File: config.mk
export PLATFORM = sky130hd
export DESIGN_NAME = intc_apb_arb
export DESIGN_NICKNAME = d
export VERILOG_FILES = /design/src/rtl/intc_arb_pkg.sv /design/src/rtl/intc_apb_arb_rr_pick.sv /design/src/rtl/intc_apb_arb.sv
export SDC_FILE = /design/constraint.sdc
export NUM_CORES = 1
export LEC_CHECK = 0
export ABC_AREA = 1
export ABC_CLOCK_PERIOD_IN_PS = 4300
export CORE_MARGIN = 3
export CORE_UTILIZATION = 30
export CTS_BUF_LIST = sky130_fd_sc_hd__clkbuf_8
export DETAILED_ROUTE_END_ITERATION = 6
export PLACE_DENSITY = 0.78
export RECOVER_POWER = 100
export SETUP_SLACK_MARGIN = 0.5
export SLEW_MARGIN = 20
export SYNTH_ARGS = -nofsm -noshare
export SYNTH_HDL_FRONTEND = slang
export SYNTH_SLANG_ARGS = --single-unit
File: constraint.sdc
create_clock -name clk -period 4.3 [get_ports clk]
set_input_delay 1.29 -clock clk [delete_from_list [all_inputs] [get_ports clk]]
set_output_delay 1.29 -clock clk [all_outputs]
set_load 0.01 [all_outputs]
File: src/rtl/intc_arb_pkg.sv
// Shared types and constants for the interrupt-controller APB arbiter.
package intc_arb_pkg;

    localparam int APB_AW     = 32;
    localparam int APB_DW     = 32;
    localparam int APB_SW     = APB_DW / 8;
    localparam int TO_CYC_DEF = 255;

    typedef enum logic [1:0] {
        IDLE   = 2'd0,
        SETUP  = 2'd1,
        ACCESS = 2'd2,
        RESP   = 2'd3
    } arb_state_e;

    // Reads never carry byte strobes downstream.
    function automatic logic [APB_SW-1:0] strb_mask(input logic pwrite, input logic [APB_SW-1:0] pstrb);
        strb_mask = pwrite ? pstrb : {APB_SW{1'b0}};
    endfunction

endpackage

File: src/rtl/intc_apb_arb_rr_pick.sv
// Combinational round-robin first-one finder: returns the first set request
// strictly after the pointer position, wrapping modulo N.
module rr_pick #(
    parameter int N = 2,
    parameter int W = $clog2(N)
) (
    input  logic [N-1:0] i_req,
    input  logic [W-1:0] i_ptr,
    output logic         o_vld,
    output logic [W-1:0] o_idx
);

    logic [W-1:0] w_pos;

    // Walk the slots after the pointer once around the ring; keep the first hit.
    always_comb begin
        o_vld = 1'b0;
        o_idx = {W{1'b0}};
        w_pos = i_ptr;
        for (int k = 0; k < N; k++) begin
            w_pos = (w_pos == W'(N - 1)) ? {W{1'b0}} : w_pos + W'(1);
            if (i_req[w_pos] && !o_vld) begin
                o_vld = 1'b1;
                o_idx = w_pos;
            end else begin
                o_vld = o_vld;
            end
        end
    end

endmodule

File: src/rtl/intc_apb_arb.sv
// Round-robin APB arbiter sharing one interrupt-controller slave port between
// N_MST requesters, with a per-transfer ACCESS timeout.
module intc_apb_arb
    import intc_arb_pkg::*;
#(
    parameter int N_MST  = 2,
    parameter int TO_CYC = TO_CYC_DEF,
    parameter int GNT_W  = $clog2(N_MST)
) (
    input  logic                      clk,
    input  logic                      rstn,
    input  logic [N_MST-1:0]          s_psel,
    input  logic [N_MST-1:0]          s_penable,
    input  logic [N_MST*APB_AW-1:0]   s_paddr,
    input  logic [N_MST-1:0]          s_pwrite,
    input  logic [N_MST*APB_SW-1:0]   s_pstrb,
    input  logic [N_MST*APB_DW-1:0]   s_pwdata,
    output logic [APB_DW-1:0]         s_prdata,
    output logic [N_MST-1:0]          s_pslverr,
    output logic [N_MST-1:0]          s_pready,
    output logic                      m_psel,
    output logic                      m_penable,
    output logic [APB_AW-1:0]         m_paddr,
    output logic                      m_pwrite,
    output logic [APB_SW-1:0]         m_pstrb,
    output logic [APB_DW-1:0]         m_pwdata,
    input  logic [APB_DW-1:0]         m_prdata,
    input  logic                      m_pslverr,
    input  logic                      m_pready,
    output logic [GNT_W-1:0]          gnt_id,
    output logic                      to_evt
);

    // A zero TO_CYC still gets a 1-bit counter; it simply saturates.
    localparam int                CNT_W    = (TO_CYC > 0) ? $clog2(TO_CYC + 1) : 1;
    localparam logic [CNT_W-1:0]  CNT_LAST = (TO_CYC > 0) ? CNT_W'(TO_CYC - 1) : {CNT_W{1'b0}};
    localparam logic [GNT_W-1:0]  PTR_RST  = GNT_W'(N_MST - 1);

    arb_state_e         r_state, w_state_nxt;
    logic [GNT_W-1:0]   r_rr_ptr, w_rr_nxt;
    logic [GNT_W-1:0]   r_gnt_id, w_gnt_nxt;
    logic [CNT_W-1:0]   r_cnt, w_cnt_nxt;
    logic               r_m_psel, w_m_psel_nxt;
    logic               r_m_penable, w_m_penable_nxt;
    logic [APB_AW-1:0]  r_m_paddr, w_m_paddr_nxt;
    logic               r_m_pwrite, w_m_pwrite_nxt;
    logic [APB_SW-1:0]  r_m_pstrb, w_m_pstrb_nxt;
    logic [APB_DW-1:0]  r_m_pwdata, w_m_pwdata_nxt;
    logic [APB_DW-1:0]  r_s_prdata, w_s_prdata_nxt;
    logic [N_MST-1:0]   r_s_pslverr, w_s_pslverr_nxt;
    logic [N_MST-1:0]   r_s_pready, w_s_pready_nxt;
    logic               r_to_evt, w_to_evt_nxt;

    logic               w_pick_vld;
    logic [GNT_W-1:0]   w_pick_idx;
    logic [N_MST-1:0]   w_gnt_oh;
    logic [APB_AW-1:0]  w_paddr_a  [N_MST];
    logic [APB_SW-1:0]  w_pstrb_a  [N_MST];
    logic [APB_DW-1:0]  w_pwdata_a [N_MST];
    logic [N_MST-1:0]   w_unused_penable;

    assign w_unused_penable = s_penable;

    for (genvar g = 0; g < N_MST; g++) begin : g_unpack
        assign w_paddr_a[g]  = s_paddr[g*APB_AW +: APB_AW];
        assign w_pstrb_a[g]  = s_pstrb[g*APB_SW +: APB_SW];
        assign w_pwdata_a[g] = s_pwdata[g*APB_DW +: APB_DW];
    end

    rr_pick #(
        .N (N_MST),
        .W (GNT_W)
    ) u_rr_pick (
        .i_req (s_psel),
        .i_ptr (r_rr_ptr),
        .o_vld (w_pick_vld),
        .o_idx (w_pick_idx)
    );

    assign w_gnt_oh = {{(N_MST-1){1'b0}}, 1'b1} << r_gnt_id;

    // Next-state and next-output decode for the transfer sequencer.
    always_comb begin
        w_state_nxt      = r_state;
        w_rr_nxt         = r_rr_ptr;
        w_gnt_nxt        = r_gnt_id;
        w_cnt_nxt        = r_cnt;
        w_m_psel_nxt     = r_m_psel;
        w_m_penable_nxt  = r_m_penable;
        w_m_paddr_nxt    = r_m_paddr;
        w_m_pwrite_nxt   = r_m_pwrite;
        w_m_pstrb_nxt    = r_m_pstrb;
        w_m_pwdata_nxt   = r_m_pwdata;
        w_s_prdata_nxt   = r_s_prdata;
        w_s_pslverr_nxt  = {N_MST{1'b0}};
        w_s_pready_nxt   = {N_MST{1'b0}};
        w_to_evt_nxt     = 1'b0;

        case (r_state)
            IDLE: begin
                if (w_pick_vld) begin
                    w_gnt_nxt       = w_pick_idx;
                    w_m_paddr_nxt   = w_paddr_a[w_pick_idx];
                    w_m_pwrite_nxt  = s_pwrite[w_pick_idx];
                    w_m_pstrb_nxt   = strb_mask(s_pwrite[w_pick_idx], w_pstrb_a[w_pick_idx]);
                    w_m_pwdata_nxt  = w_pwdata_a[w_pick_idx];
                    w_m_psel_nxt    = 1'b1;
                    w_m_penable_nxt = 1'b0;
                    w_state_nxt     = SETUP;
                end else begin
                    w_state_nxt     = IDLE;
                end
            end
            SETUP: begin
                w_m_penable_nxt = 1'b1;
                w_cnt_nxt       = {CNT_W{1'b0}};
                w_state_nxt     = ACCESS;
            end
            ACCESS: begin
                // A ready slave wins over a timeout landing on the same cycle.
                if (m_pready) begin
                    w_s_prdata_nxt  = r_m_pwrite ? {APB_DW{1'b0}} : m_prdata;
                    w_s_pslverr_nxt = m_pslverr ? w_gnt_oh : {N_MST{1'b0}};
                    w_s_pready_nxt  = w_gnt_oh;
                    w_m_psel_nxt    = 1'b0;
                    w_m_penable_nxt = 1'b0;
                    w_rr_nxt        = r_gnt_id;
                    w_state_nxt     = RESP;
                end else if ((TO_CYC != 0) && (r_cnt == CNT_LAST)) begin
                    w_s_prdata_nxt  = {APB_DW{1'b0}};
                    w_s_pslverr_nxt = w_gnt_oh;
                    w_s_pready_nxt  = w_gnt_oh;
                    w_to_evt_nxt    = 1'b1;
                    w_m_psel_nxt    = 1'b0;
                    w_m_penable_nxt = 1'b0;
                    w_rr_nxt        = r_gnt_id;
                    w_state_nxt     = RESP;
                end else begin
                    w_cnt_nxt = (r_cnt == {CNT_W{1'b1}}) ? r_cnt : r_cnt + CNT_W'(1);
                end
            end
            RESP: begin
                w_state_nxt = IDLE;
            end
            default: begin
                w_m_psel_nxt    = 1'b0;
                w_m_penable_nxt = 1'b0;
                w_state_nxt     = IDLE;
            end
        endcase
    end

    // State and registered-output update with synchronous active-low reset.
    always_ff @(posedge clk) begin
        if (!rstn) begin
            r_state     <= IDLE;
            r_rr_ptr    <= PTR_RST;
            r_gnt_id    <= {GNT_W{1'b0}};
            r_cnt       <= {CNT_W{1'b0}};
            r_m_psel    <= 1'b0;
            r_m_penable <= 1'b0;
            r_m_paddr   <= {APB_AW{1'b0}};
            r_m_pwrite  <= 1'b0;
            r_m_pstrb   <= {APB_SW{1'b0}};
            r_m_pwdata  <= {APB_DW{1'b0}};
            r_s_prdata  <= {APB_DW{1'b0}};
            r_s_pslverr <= {N_MST{1'b0}};
            r_s_pready  <= {N_MST{1'b0}};
            r_to_evt    <= 1'b0;
        end else begin
            r_state     <= w_state_nxt;
            r_rr_ptr    <= w_rr_nxt;
            r_gnt_id    <= w_gnt_nxt;
            r_cnt       <= w_cnt_nxt;
            r_m_psel    <= w_m_psel_nxt;
            r_m_penable <= w_m_penable_nxt;
            r_m_paddr   <= w_m_paddr_nxt;
            r_m_pwrite  <= w_m_pwrite_nxt;
            r_m_pstrb   <= w_m_pstrb_nxt;
            r_m_pwdata  <= w_m_pwdata_nxt;
            r_s_prdata  <= w_s_prdata_nxt;
            r_s_pslverr <= w_s_pslverr_nxt;
            r_s_pready  <= w_s_pready_nxt;
            r_to_evt    <= w_to_evt_nxt;
        end
    end

    assign s_prdata  = r_s_prdata;
    assign s_pslverr = r_s_pslverr;
    assign s_pready  = r_s_pready;
    assign m_psel    = r_m_psel;
    assign m_penable = r_m_penable;
    assign m_paddr   = r_m_paddr;
    assign m_pwrite  = r_m_pwrite;
    assign m_pstrb   = r_m_pstrb;
    assign m_pwdata  = r_m_pwdata;
    assign gnt_id    = r_gnt_id;
    assign to_evt    = r_to_evt;

endmodule
==> After elaboration in Yosys (flattened, before gate mapping) <==
Index checks and enable logic that the tools add are counted.
{ "totals": {"reg_bits": 120, "output_inout_bits": 109, "wordCells": 95} }
{ "classes": {"add_sub_neg": 3, "order_cmp": 4, "eq_ne": 10, "n_shift": 1, "n_mux": 46, "n_bitwise": 3, "reduce_logical": 14} }
{ "op_table": {"columns": ["operator", "n"], "rows": [
  ["$mux W32", 9],
  ["$mux W8", 3],
  ["$mux W1", 20],
  ["$eq A8 B8 Y1 const B", 2],
  ["$mux W4", 4],
  ["$pmux W8 S2", 1],
  ["$mux W2", 6],
  ["$add A8 B1 Y8 const B", 1],
  ["$pmux W2 S4", 1],
  ["$lt A1 B2 Y1 const B", 3],
  ["$ne A2 B2 Y1 const B", 3],
  ["$reduce_and A2 Y1", 3],
  ["$reduce_and A3 Y1", 2],
  ["$reduce_bool A2 Y1", 3],
  ["$eq A2 B2 Y1 const B", 2],
  ["$reduce_and A4 Y1", 1],
  ["$ne A3 B3 Y1 const B", 1],
  ["$pmux W1 S3", 1],
  ["$reduce_bool A3 Y1", 1],
  ["$reduce_or A3 Y1", 1],
  ["$add A1 B1 Y1 const B", 2],
  ["$eq A2 B1 Y1 const B", 1],
  ["$ge A2 B2 Y1 const B", 1],
  ["$logic_not A2 Y1", 1],
  ["other kinds (7)", 8]
]} }

==> Logic depth before layout (Yosys ltp) <==
{ "logic_depth": {"depth_word": 13, "ltp_mapped": 12, "mapped_depth_nobuf": 12} }

==> Cells and area by module <==
Synthesis repeated with hierarchy kept, for this count alone.
{ "hier_totals": {"cells_unflattened": 752, "hier_area_um2": 5378.9} }
{ "by_module_without_submodules": {"columns": ["module", "n_inst", "cells_each", "area_per_inst_um2", "seq_area_each_um2"], "rows": [
  ["intc_apb_arb", 1, 749, 5363.9, 2402.3],
  ["rr_pick", 1, 3, 15.0, 0.0]
]} }

==> Least setup slack after synthesis <==
No wires, ideal clock.
{ "synth_path": {"kind": "input port to flip-flop", "from": "input port s_psel[1]", "to": "register r_m_paddr[30] (netlist: m_paddr[30])", "setup_ns": 0.137, "arrival_time_ns": 2.091, "slack_ns": 2.073, "stages": 6, "cell_sequence": "o21ai_2 > inv_2 > buf_2 > buf_2 > o21ai_0 > a31oi_1"} }
{ "synth_via": {"elab_chain_len": 10} }
{ "synth_rtl": {"columns": ["item", "line", "source"], "rows": [
  ["start, declared", "intc_apb_arb.sv:12", "input logic [N_MST-1:0] s_psel,"],
  ["$mux W1 (not written as such) (2 in a row)", "intc_apb_arb_rr_pick.sv:22", "if (i_req[w_pos] && !o_vld) begin"],
  ["$mux W1", "intc_apb_arb_rr_pick.sv:22", null],
  ["$logic_not A1 Y1", "intc_apb_arb_rr_pick.sv:22", null],
  ["$logic_and A1 B1 Y1", "intc_apb_arb_rr_pick.sv:22", null],
  ["$mux W1", "intc_apb_arb_rr_pick.sv:22", null],
  ["$not A1 Y2 (not written as such)", "intc_apb_arb.sv:103", "w_m_paddr_nxt = w_paddr_a[w_pick_idx];"],
  ["$mux W32 (not written as such) (3 in a row)", "intc_apb_arb.sv:103", null],
  ["end signal, assigned", "intc_apb_arb.sv:162", "r_m_paddr <= {APB_AW{1'b0}};"],
  ["end signal, assigned", "intc_apb_arb.sv:177", "r_m_paddr <= w_m_paddr_nxt;"],
  ["end, declared", "intc_apb_arb.sv:45", "logic [APB_AW-1:0] r_m_paddr, w_m_paddr_nxt;"]
]} }
Several ways; a longest one is shown, not always the timed one. The select of a mux whose other input is x is not followed.
A chain may end at the register's enable or synchronous reset.

==> Final worst setup path <==
{ "layout_path": {"from": "input port s_psel[0]", "to": "register r_m_pstrb[0] (netlist: m_pstrb[0])"} }
{ "layout_via": {"elab_chain_len": 11} }
{ "layout_rtl": {"columns": ["item", "line", "source"], "rows": [
  ["$mux W1 (not written as such) (2 in a row)", "intc_apb_arb_rr_pick.sv:22", null],
  ["$mux W1", "intc_apb_arb_rr_pick.sv:22", null],
  ["$logic_not A1 Y1", "intc_apb_arb_rr_pick.sv:22", null],
  ["$logic_and A1 B1 Y1", "intc_apb_arb_rr_pick.sv:22", null],
  ["$mux W1", "intc_apb_arb_rr_pick.sv:22", null],
  ["$not A1 Y2 (not written as such)", "intc_apb_arb.sv:105", "w_m_pstrb_nxt = strb_mask(s_pwrite[w_pick_idx], w_pstrb_a[w_pick_idx]);"],
  ["$mux W4 (not written as such) (3 in a row)", "intc_apb_arb.sv:105", null],
  ["$mux W4", "intc_arb_pkg.sv:18", "strb_mask = pwrite ? pstrb : {APB_SW{1'b0}};"],
  ["end signal, assigned", "intc_apb_arb.sv:164", "r_m_pstrb <= {APB_SW{1'b0}};"],
  ["end signal, assigned", "intc_apb_arb.sv:179", "r_m_pstrb <= w_m_pstrb_nxt;"],
  ["end, declared", "intc_apb_arb.sv:47", "logic [APB_SW-1:0] r_m_pstrb, w_m_pstrb_nxt;"]
]} }
Several ways; a longest one is shown, not always the timed one. The select of a mux whose other input is x is not followed.

==> impl_metrics.env <==
export IMPL_peakVddDrop_mv=0.2393
export IMPL_hold_end="s_prdata[27]$_SDFFE_PN0P_"
export IMPL_drtAntennaViolNets=0
export IMPL_synthArstFlopShare_pct=0
export IMPL_ys_flop_type="dfxtp_1"
export IMPL_maxCapViolations=1
export IMPL_synth_most_common_cell="nand2_1"
export IMPL_drive_gt1_share_pct=5.711
export IMPL_cpMostUsedCell="nand2_1"
export IMPL_yosysTopAreaCell="dfxtp_1"
export IMPL_seq_area_frac_synth_pct=47.77
export IMPL_synth_seq_cells=120
export IMPL_core_area_um2=16120
export IMPL_antenna_diode_count=0
export IMPL_viasPerCell=4.627
export IMPL_cts_setup_buffers=0
export IMPL_cts_tree="built"
export IMPL_grt_ovfl_total=0
export IMPL_whs_ps=457.0
export IMPL_status="finished, violations left"
export IMPL_rr_startpoint="r_rr_ptr$_SDFFE_PN1P_"
export IMPL_min_path_cells=2
export IMPL_synth_edf_count=0
export IMPL_period_minus_slack_ps=3293
export IMPL_cts_root_buf="clkbuf_8"
export IMPL_tightest_slew_ps=1539
export IMPL_die_width_um=135.5
export IMPL_setup_viol=0
export IMPL_fin_setup_tns_ps=0
export IMPL_gp_congestion=0.8458
export IMPL_leakagePower_nw=3.534
export IMPL_drc=0
export IMPL_dieArea_um2=18350
export IMPL_holdBufCountCts=0
export IMPL_cp_cell_sequence="dlygate4sd3_1 -> nand2_1 -> nand2_1 -> inv_1 -> buf_12 -> nand2_1 -> nand2_1 -> nand2_1 -> a21oi_1"
export IMPL_path_clk_slew_ps=70
export IMPL_drt_iter0_markers=209
export IMPL_pin_count=287
export IMPL_dp_hpwl_mm=12.24
export IMPL_fmax_mhz=303.6
export IMPL_wire_per_inst_um=14.52
export IMPL_ff2ff_path_depth=8
export IMPL_synth_cell_type_count=22
export IMPL_cp_max_fo=39
export IMPL_syn_area_um2=5029
export IMPL_grt_pass1_vias=5047
export IMPL_dpl_worst_slack_ps=1084
export IMPL_worstSetupPathType="in2reg"
export IMPL_rsz0062_at_grt="false"
export IMPL_die_height_um=135.5
export IMPL_grt_pass1_wl_mm=26.18
export IMPL_grt_max_degree=69
export IMPL_skew_ps=11.12
export IMPL_finalWorstSetupSlack_ps=1007
export IMPL_violations="capacitance limit, slew limit"
export IMPL_finalHoldViolCount=0
export IMPL_slowest_delay_ps=600
export IMPL_wl_mm=17.12
export IMPL_cp_start_kind="primary input"
export IMPL_finalNetCount=1135
export IMPL_endpoint_kind="flip-flop"
export IMPL_r2r_slack_ps=2170
export IMPL_initial_core_util_pct=31.20
export IMPL_fin_crit_sh_pct=76.59
export IMPL_crit_path_top_delay_cell="dlygate4sd3_1"
export IMPL_ctsLongestPathBuffers=2
export IMPL_synthCells=684
export IMPL_power_density_nw_per_um2=488.2
export IMPL_report_final_slew_viol_count=39
export IMPL_hp_start="s_prdata[27]$_SDFFE_PN0P_"
export IMPL_syn_to_final_growth_pct=66.81
export IMPL_cts_buffers=17
export IMPL_slew_headroom_pct=-2.599
export IMPL_antenna_found_initial=0
export IMPL_yosys_warnings=0
export IMPL_synth_common_cells="nand2_1, dfxtp_1, o21ai_0"
export IMPL_via_count=5455
export IMPL_cp_required_ps=4570
export IMPL_clock_latency_ps=430
export IMPL_yosys_top_cells_area="dfxtp_1, nand2_1, a31oi_1, o21ai_0, a21oi_1"
export IMPL_grt_util_all_layers_pct=18.07
export IMPL_holdCritPathClass="reg2reg"
export IMPL_row_count=46
export IMPL_timing_rr_end="m_pstrb[0]$_SDFFE_PN0P_"
export IMPL_synth_nets=868
export IMPL_cp_data_arrival_time_ps=3570
export IMPL_postSynthAreaPerCell_um2=7.352
export IMPL_first_pass_iters=4
export IMPL_cts_sinks=120
export IMPL_cts_htree_levels=4
export IMPL_cts_resized_gates=0
export IMPL_synth_top_area_share_pct=47.77
export IMPL_io_buffers=284
==> area by class of cell <==
| type | count | area, µm² |
|---|---|---|
| Clock buffer | 21 | 289.0 |
| Clock inverter | 10 | 102.6 |
| Fill cell | 1537 | 7727 |
| Inverter | 28 | 106.4 |
| Multi-Input combinational cell | 489 | 2286 |
| Sequential cell | 120 | 2402 |
| Tap cell | 216 | 270.3 |
| Timing Repair Buffer | 295 | 2932 |
==> worst max-delay path by stage <==
| stage | startpoint | endpoint | depth (start not counted) |
|---|---|---|---|
| 2_1_floorplan | s_psel[1] | m_paddr[30]$_SDFFE_PN0P_ | 6 |
| 3_5_place_dp | s_psel[0] | m_pstrb[0]$_SDFFE_PN0P_ | 8 |
| 5_1_grt | s_psel[0] | m_pwdata[11]$_SDFFE_PN0P_ | 7 |
| 6_report | s_psel[0] | m_pstrb[0]$_SDFFE_PN0P_ | 9 |
| 3_3_place_gp | s_psel[0] | m_pstrb[0]$_SDFFE_PN0P_ | 9 |
| 4_1_cts | m_pwrite$_SDFFE_PN0P_ | m_pwrite | 1 |
==> worst max-delay path, delay by kind of cell <==
family,cells,cell delay (ps)
compound gates,1,50
buf+inv,3,1350
simple gates,5,870
==> cells by family (layout without fill, tap and decap cells) <==
kind of cell,count (synthesis),count (layout),synth area share [%]
AND/OR/NAND/NOR,303,303,24.19
AO/OA/AOI/OAI,180,180,19.66
flip-flops,120,120,47.77
buffers and inverters,75,354,6.892
adder cells (fa/ha/maj),6,6,1.493
==> through the flow <==
step           instance area [µm²]  total power, mW  std cells  util [%]
3_5_place_dp                  8000            3.218       1148     49.64
4_1_cts                       8392            4.265       1179     52.07
2_1_floorplan                 5029            2.351        684         -
3_3_place_gp                  8000            3.209       1148     49.64
6_report                      8388            4.095       1179     52.05
5_1_grt                       8388            4.383       1179     52.05
==> metal layers <==
metal	global-route usage [%]	vias to the layer above	wire length [µm]	share of wire, %
li1	-	2800	-	-
met1	21.31	2406	7055	41
met2	29.23	227	7893	46
met3	8.358	22	1866	11
met4	5.879	0	308	1.8
met5	0	-	0	0
==> where the power goes <==
part / switching [mW] / internal, mW / leakage (nW)
logic: 0.838 / 0.716 / 2.34
registers: 0.128 / 1.40 / 0.986
clock network: 0.452 / 0.565 / 0.206
==> sequential cells by signal (all words and copies together) (netlist names), 2 cells and up <==
| signal | cells |
|---|---|
| s_prdata | 32 |
| r_cnt | 8 |
| s_pready | 2 |
| m_pwdata | 32 |
| m_paddr | 32 |
| s_pslverr | 2 |
| m_pstrb | 4 |
| r_state | 2 |
==> layout by cell type, fill, tap and decap left out, drive strengths merged <==
master / count
dlygate4sd3: 110
dfxtp: 120
nor2: 18
clkinvlp: 2
a21oi: 44
clkbuf: 22
clkdlybuf4s50: 173
inv: 29
o21ai: 70
clkinv: 5
ha: 6
nand2: 265
a31oi: 65
bufinv: 2
o21bai: 1
nand3: 13
nor3: 4
nand4: 3
buf: 11
No activity file was read; power rests on OpenSTA's default activity.
